**src/rtl/uart_rx_ctrl.sv**
```systemverilog
// uart_rx_ctrl: sequencing controller for the oversampling UART receiver.
//   Generates the receiver's s_tick from a programmable divisor, captures a frame
//   on each rising edge of rx_done_tick, buffers frames in a small FIFO and presents
//   them on a valid/ready interface with sticky overrun reporting.
// Ports:
//   clk, reset        system clock; asynchronous active-low reset
//   enable            run tick generator and accept new frames
//   divisor           s_tick period is divisor+1 clk cycles
//   s_tick            oversample tick to the receiver
//   rx_done_tick      receiver done level (rising edge = one frame)
//   rx_data           receiver data, sampled on the rising edge of rx_done_tick
//   m_data, m_valid   FIFO head frame and its valid flag
//   m_ready           downstream accepts; pop when m_valid & m_ready
//   overrun           sticky frame-dropped flag; clr_overrun clears it
//   fifo_count        frames currently buffered
module uart_rx_ctrl #(
   parameter int unsigned DATA_WIDTH = 8,
   parameter int unsigned DIV_WIDTH  = 16,
   parameter int unsigned FIFO_DEPTH = 4
) (
   input  logic                          clk,
   input  logic                          reset,
   input  logic                          enable,
   input  logic [DIV_WIDTH-1:0]          divisor,
   output logic                          s_tick,
   input  logic                          rx_done_tick,
   input  logic [DATA_WIDTH-1:0]         rx_data,
   output logic [DATA_WIDTH-1:0]         m_data,
   output logic                          m_valid,
   input  logic                          m_ready,
   output logic                          overrun,
   input  logic                          clr_overrun,
   output logic [$clog2(FIFO_DEPTH):0]   fifo_count
);

   localparam int unsigned PtrW = $clog2(FIFO_DEPTH);
   localparam int unsigned CntW = PtrW + 1;

   typedef enum logic [1:0] {StDisabled, StRun, StDrain} state_e;

   state_e                 state_q, state_d;
   logic [DIV_WIDTH-1:0]   tick_cnt_q, tick_cnt_d;
   logic                   done_q;
   logic [DATA_WIDTH-1:0]  mem_q [FIFO_DEPTH];
   logic [PtrW-1:0]        wr_ptr_q, rd_ptr_q;
   logic [CntW-1:0]        count_q, count_d;
   logic                   overrun_q, overrun_d;

   logic push, pop, full, push_acc, overrun_set;

   // Controller FSM and tick generator
   always_comb begin
      state_d    = state_q;
      tick_cnt_d = '0;
      s_tick     = 1'b0;
      unique case (state_q)
         StDisabled: if (enable) state_d = StRun;
         StRun:      if (!enable) state_d = StDrain;
         StDrain: begin
            if (enable)                 state_d = StRun;
            else if (count_q == '0)     state_d = StDisabled;
         end
         default:    state_d = StDisabled;
      endcase
      if (state_q == StRun) begin
         if (tick_cnt_q == divisor) begin
            s_tick     = 1'b1;
            tick_cnt_d = '0;
         end else if (tick_cnt_q > divisor) begin
            // Divisor shrank below the running count: resync without a tick.
            tick_cnt_d = '0;
         end else begin
            tick_cnt_d = tick_cnt_q + DIV_WIDTH'(1);
         end
      end
   end

   // FIFO control
   always_comb begin
      push        = rx_done_tick & ~done_q & (state_q == StRun);
      m_valid     = (count_q != '0);
      pop         = m_valid & m_ready;
      full        = (count_q == CntW'(FIFO_DEPTH));
      // A pop on a full FIFO frees the slot the simultaneous push needs.
      push_acc    = push & (~full | pop);
      overrun_set = push & full & ~pop;
      count_d     = count_q + CntW'(push_acc) - CntW'(pop);
      overrun_d   = overrun_set | (overrun_q & ~clr_overrun);
      m_data      = m_valid ? mem_q[rd_ptr_q] : '0;
      overrun     = overrun_q;
      fifo_count  = count_q;
   end

   always_ff @(posedge clk or negedge reset) begin
      if (!reset) begin
         state_q    <= StDisabled;
         tick_cnt_q <= '0;
         done_q     <= 1'b0;
         wr_ptr_q   <= '0;
         rd_ptr_q   <= '0;
         count_q    <= '0;
         overrun_q  <= 1'b0;
         for (int i = 0; i < FIFO_DEPTH; i++) mem_q[i] <= '0;
      end else begin
         state_q    <= state_d;
         tick_cnt_q <= tick_cnt_d;
         done_q     <= rx_done_tick;
         count_q    <= count_d;
         overrun_q  <= overrun_d;
         if (push_acc) begin
            mem_q[wr_ptr_q] <= rx_data;
            wr_ptr_q        <= wr_ptr_q + PtrW'(1);
         end
         if (pop) rd_ptr_q <= rd_ptr_q + PtrW'(1);
      end
   end

endmodule

```
**config.mk**
```make
export PLATFORM = sky130hd
export DESIGN_NAME = uart_rx_ctrl
export DESIGN_NICKNAME = d
export VERILOG_FILES = /design/src/rtl/uart_rx_ctrl.sv
export SDC_FILE = /design/constraint.sdc
export NUM_CORES = 1
export LEC_CHECK = 0
export CAP_MARGIN = 20
export CORE_MARGIN = 2
export CORE_UTILIZATION = 50
export CTS_CLUSTER_SIZE = 40
export DETAILED_ROUTE_END_ITERATION = 16
export PLACE_DENSITY = 0.74
export SYNTH_ARGS = -nofsm -noshare
export SYNTH_HDL_FRONTEND = slang
export SYNTH_SLANG_ARGS = --single-unit
```
**constraint.sdc**
```tcl
create_clock -name clk -period 2.55 [get_ports clk]
set_input_delay 0.51 -clock clk [delete_from_list [all_inputs] [get_ports clk]]
set_output_delay 0.51 -clock clk [all_outputs]
set_load 0.05 [all_outputs]
```
; Yosys cells after proc, flatten, opt, wreduce, memory -nomap -nowiden
; Index checks and enable logic that the tools add are counted.
[classes]
addsub = 5
multipliers = 0
n_div = 0
order_cmp = 4
n_eq_ne = 7
shift = 0
n_mux = 17
bitwise_logic = 15
reduce_logical = 5
[op_table]
columns = cell, count
row1 = 16-bit two-way mux, 3
row2 = 32-bit bitwise mux, 1
row3 = 8-bit two-way mux, 4
row4 = "16-bit by 1-bit adder with 16-bit output, second input constant", 1
row5 = 8-bit binary-select mux with 2-bit select, 1
row6 = 8-bit demux with 2-bit select, 1
row7 = 16-bit equality test, 1
row8 = 16-bit > comparator, 1
row9 = 2-bit two-way mux, 4
row10 = 1-bit AND, 7
row11 = "3-bit greater-or-equal comparator, second input constant", 2
row12 = 2-bit inverter with 3-bit output, 2
row13 = 2-bit case mux with 3 select lines, 1
row14 = "2-bit by 1-bit adder with 2-bit output, second input constant", 2
row15 = "2-bit != test, second input constant", 2
row16 = 1-bit inverter, 4
row17 = 3-bit by 1-bit adder with 3-bit output, 1
row18 = "3-bit equality test, second input constant", 1
row19 = 3-bit logical NOT, 1
row20 = "3-bit by 1-bit < comparator with 1-bit output, second input constant", 1
row21 = "3-bit != test, second input constant", 1
row22 = 3-bit AND reduction, 1
row23 = 3-bit nonzero test, 1
row24 = 3-bit by 1-bit subtractor with 3-bit output, 1
row25 = other kinds (6), 8
[totals]
ff_bits = 59
latchBits = 0
mem_bits_rw = 0
rom_bits = 0
inputBits = 30
out_inout_bits = 14
elab_cells = 64
mem_count = 0

; Depth between registers and ports, before layout
[depth]
depth_word = 6
ltp_mapped = 10
mapped_depth_nobuf = 9

; Worst setup path after synthesis
; Ideal clock, no wire load.
[synth_timing]
path_kind = input port to output port
from = input divisor[14]
to = output s_tick
t_arrival_ns = 2.520
path_slack_ns = -0.480
stages = 5
path_buffers = 0
path_cell_list = inv_1 ha_1 nand4_2 or3_4 nor3_1
[synth_via]
elab_chain_len = 3
[synth_lines]
columns = item, line_no
row1 = from (decl), 24  ; input logic [DIV_WIDTH-1:0] divisor,
row2 = 16-bit equality test, 66  ; if (tick_cnt_q == divisor) begin
row3 = 1-bit two-way mux, 66
row4 = 1-bit two-way mux, 65  ; if (state_q == StRun) begin
row5 = to (decl), 25  ; output logic s_tick,
; No other way between the ends.

; Worst setup path in the final report
[layout_timing]
from = register tick_cnt_q[13]
to = output s_tick
[layout_via]
elab_chain_len = 3
[layout_lines]
columns = item, line_no
row1 = from (decl), 42  ; logic [DIV_WIDTH-1:0] tick_cnt_q, tick_cnt_d;
row2 = from (signal assigned), 106  ; tick_cnt_q <= tick_cnt_d;
row3 = 16-bit equality test, 66
row4 = 1-bit two-way mux, 66
row5 = 1-bit two-way mux, 65
; No other way between the ends.

==> flow_summary.json <==
{
  "status": "complete, no violations",
  "insertion_delay_ns": 0.35,
  "cts_setup_buffers": 0,
  "period_share_pct": 96.5,
  "leakage_nw": 1.97,
  "synth_nets": 316,
  "cts-root-buf": "clkbuf_8",
  "worstSetupPathType": "reg2out",
  "wl_per_cell_um": 16.3,
  "worstPathMaxFanout": 5,
  "worstPathArrival_ns": 1.95,
  "tightest_slew_ns": 0.589,
  "timing.critical_path.from": "tick_cnt_q[13]$_DFF_PN0_",
  "grt_start_max_net_pins": 28,
  "hold_ws_ns": 0.154,
  "synth_compound_area_share_pct": 5.84,
  "setup_ws_ns": 0.0890,
  "grt_util_met1_pct": 26.0,
  "grt_use_met3_pct": 5.06,
  "dr_total_vias": 2218,
  "reg2reg_slack_ns": 0.27,
  "clkTransAtPathRegs_ns": 0.07,
  "busiest_layer": "met2",
  "endpoint": "s_tick",
  "async_flop_share_pct": 100,
  "vias_per_cell": 5.45,
  "first_global_vias": 2444,
  "layout.cell_area.non_filler_mm2": 0.00431,
  "htreeDepth": 3,
  "synthXorXnorAreaFrac_pct": 4.25,
  "synth_mux_area_share_pct": 16.4,
  "grt-ovfl-total": 0,
  "synth.distinct_cells": 47,
  "hold_viol_final": 0,
  "dpl.hpwl_um": 4680,
  "required_ns": 2.04,
  "tritoncts": "done",
  "grt_setup_unrepaired": "false",
  "synth_ff_type": "dfrtp_1",
  "synthCells": 262,
  "synth_edf_count": 0,
  "vdd_drop_max_mv": 0.742,
  "clockBufferDepth": 2,
  "die_x_um": 85.3,
  "synthToLayoutAreaGrowth_pct": 30.4,
  "synth_top_family_by_area": "multiplexers",
  "coreArea_mm2": 0.00635,
  "routed_wl_um": 6650,
  "yosys.area_share.simple_pct": 15.4,
  "cts.sinks": 59,
  "post-route-min-period_ns": 2.46,
  "preCtsSetupSlack_ns": -0.276,
  "maxSlewHeadroom_pct": 60.8,
  "die-height_um": 85.3,
  "synth.cell_area_mm2": 0.00330,
  "drtAntennaViolNets": 0,
  "r2r-start": "fifo_count[1]$_DFF_PN0_",
  "io_pins": 44,
  "antenna_found_initial": 0,
  "skew_ns": 0.0108,
  "antennaDiodeCount": 0,
  "grt_usage_pct": 20.6,
  "first_iter_violations": 77,
  "use_met2_pct": 34.0,
  "min_path_type": "in2async",
  "synth_fa_ha_area_share_pct": 9.33,
  "endpoint_kind": "primary output",
  "cp_slowest_cell": "dfrtp_1",
  "max_cap_viol_count": 0,
  "routabilityCongestion": 0.780,
  "critPathLaunchType": "flip-flop",
  "fmax_mhz": 406,
  "crit_chain": "ha_4 -> nand4_4 -> or3_4 -> nor3_4 -> buf_12",
  "place_area_mm2": 0.00394,
  "drive_gt1_share_pct": 30.3,
  "port_buffers": 43,
  "dr.pass1.iters": 4,
  "synth-seq-cells": 59,
  "cts_inserted_buffers": 9,
  "ff2ff_path_depth": 9,
  "synth.avg_cell_area_um2": 12.6,
  "synth_seq_area_share_pct": 44.7,
  "drc_errors": 0,
  "setup_viol": 0,
  "r2r-end": "fifo_count[2]$_DFF_PN0_",
  "fp-row-count": 29,
  "dieArea_mm2": 0.00727,
  "p_per_area_mw_per_mm2": 974,
  "cpPeakStageDelay_ns": 0.45,
  "final_nets": 379,
  "maxSlewViolCount": 0,
  "grt_pass1_wl_um": 11400,
  "yosys_warnings": 0,
  "start_util_pct": 52.0,
  "hold_buffers": 0
}
layer usage:
metal  wire length (µm)  up-vias  part of all wire (%)
met1               2870     1110                    43
met2               3380       40                    51
met4                117        0                   1.8
li1                   -     1058                     -
met3                283       10                   4.3
met5                  0        -                     0
state kept, by name (all words and copies together) (netlist names):
signal,cells
tick_cnt_q,16
done_q,1
wr_ptr_q,2
rd_ptr_q,2
overrun,1
mem_q,32
state_q,2
fifo_count,3
cell usage in the layout (no fill, tap or decap), drive strengths merged, types with 6 or more instances in the layout:
cell           count
a21oi              6
and2              10
buf               25
clkbuf            10
clkdlybuf4s50     21
dfrtp             59
dlygate4sd2        8
ha                23
inv               26
mux2              32
mux4               8
nand2             14
nand4              6
nor3              15
xnor2              9
xor2               7
cell type report:
cell class,count,area (µm²)
Multi-Input combinational cell,171,1840
Tap cell,77,96.3
Timing Repair Buffer,58,566
Sequential cell,59,1480
Fill cell,464,2040
Clock inverter,6,88.8
Clock buffer,10,138
Inverter,26,97.6
cell families after synthesis:
group                      after synthesis
DFF                                     59
buffers and inverters                   32
AOI/OAI and AO/OA                       22
and+or+nand+nor                         69
xor gates and xnor gates                16
adders and majority gates               24
muxes                                   40
worst max-delay path, delay by kind of cell, from the launching register on:
family        cells  cell delay [ns]
simple gates      3             0.68
fa+ha+maj         1             0.31
buf+inv           1             0.16
flops             1             0.45
worst min path at each step:
stage / endpoint / slack, ns / from / cells after the start
2_1_floorplan: done_q$_DFF_PN0_ / 0.21 / reset / 0
3_3_place_gp: mem_q[15]$_DFFE_PN0P_ / 0.47 / mem_q[15]$_DFFE_PN0P_ / 1
3_5_place_dp: mem_q[8]$_DFFE_PN0P_ / 0.48 / mem_q[8]$_DFFE_PN0P_ / 1
4_1_cts: tick_cnt_q[15]$_DFF_PN0_ / 0.16 / reset / 1
5_1_grt: tick_cnt_q[14]$_DFF_PN0_ / 0.20 / reset / 1
6_report: tick_cnt_q[15]$_DFF_PN0_ / 0.15 / reset / 1
through the flow:
stage	std cells	TNS [ns]	utilization, %	power, mW
after CTS	407	-0.0240	67.3	4.23
after global placement	391	-2.43	62.0	3.20
after floorplan	262	0	-	2.70
after detailed placement	391	-3.33	62.0	3.25
after global routing	407	0	67.8	4.43
final	407	0	67.8	4.19
report_power, final:
group          total [mW]  leakage [nW]  switching (mW)  internal (mW)
combinational        1.77          1.11           0.971          0.795
clock               0.963         0.108           0.388          0.576
sequential           1.46         0.751           0.213           1.25
total                4.19          1.97            1.57           2.62
synthesized netlist by cell type (3+ instances only):
cell | number | share of area [%]
nor3_1 | 5 | 0.76
nand4_1 | 4 | 0.76
ha_1 | 23 | 8.7
and2_1 | 10 | 1.9
and4_1 | 3 | 0.80
buf_2 | 3 | 0.45
nor3_2 | 10 | 3.0
mux4_2 | 8 | 5.5
or3_1 | 3 | 0.57
dfrtp_1 | 59 | 45
mux2_1 | 32 | 11
nand2_1 | 9 | 1.0
nand2_4 | 4 | 1.4
a21oi_1 | 6 | 0.91
inv_1 | 25 | 2.8
nand3_1 | 4 | 0.61
xor2_1 | 7 | 1.9
xnor2_1 | 9 | 2.4
timing repair:
action | 4_1_cts | 5_1_grt
pin swaps | 12 | 4
gates resized for setup | 25 | 12
setup endpoints to repair | 2 | 2
No activity file was read; power rests on OpenSTA's default activity.
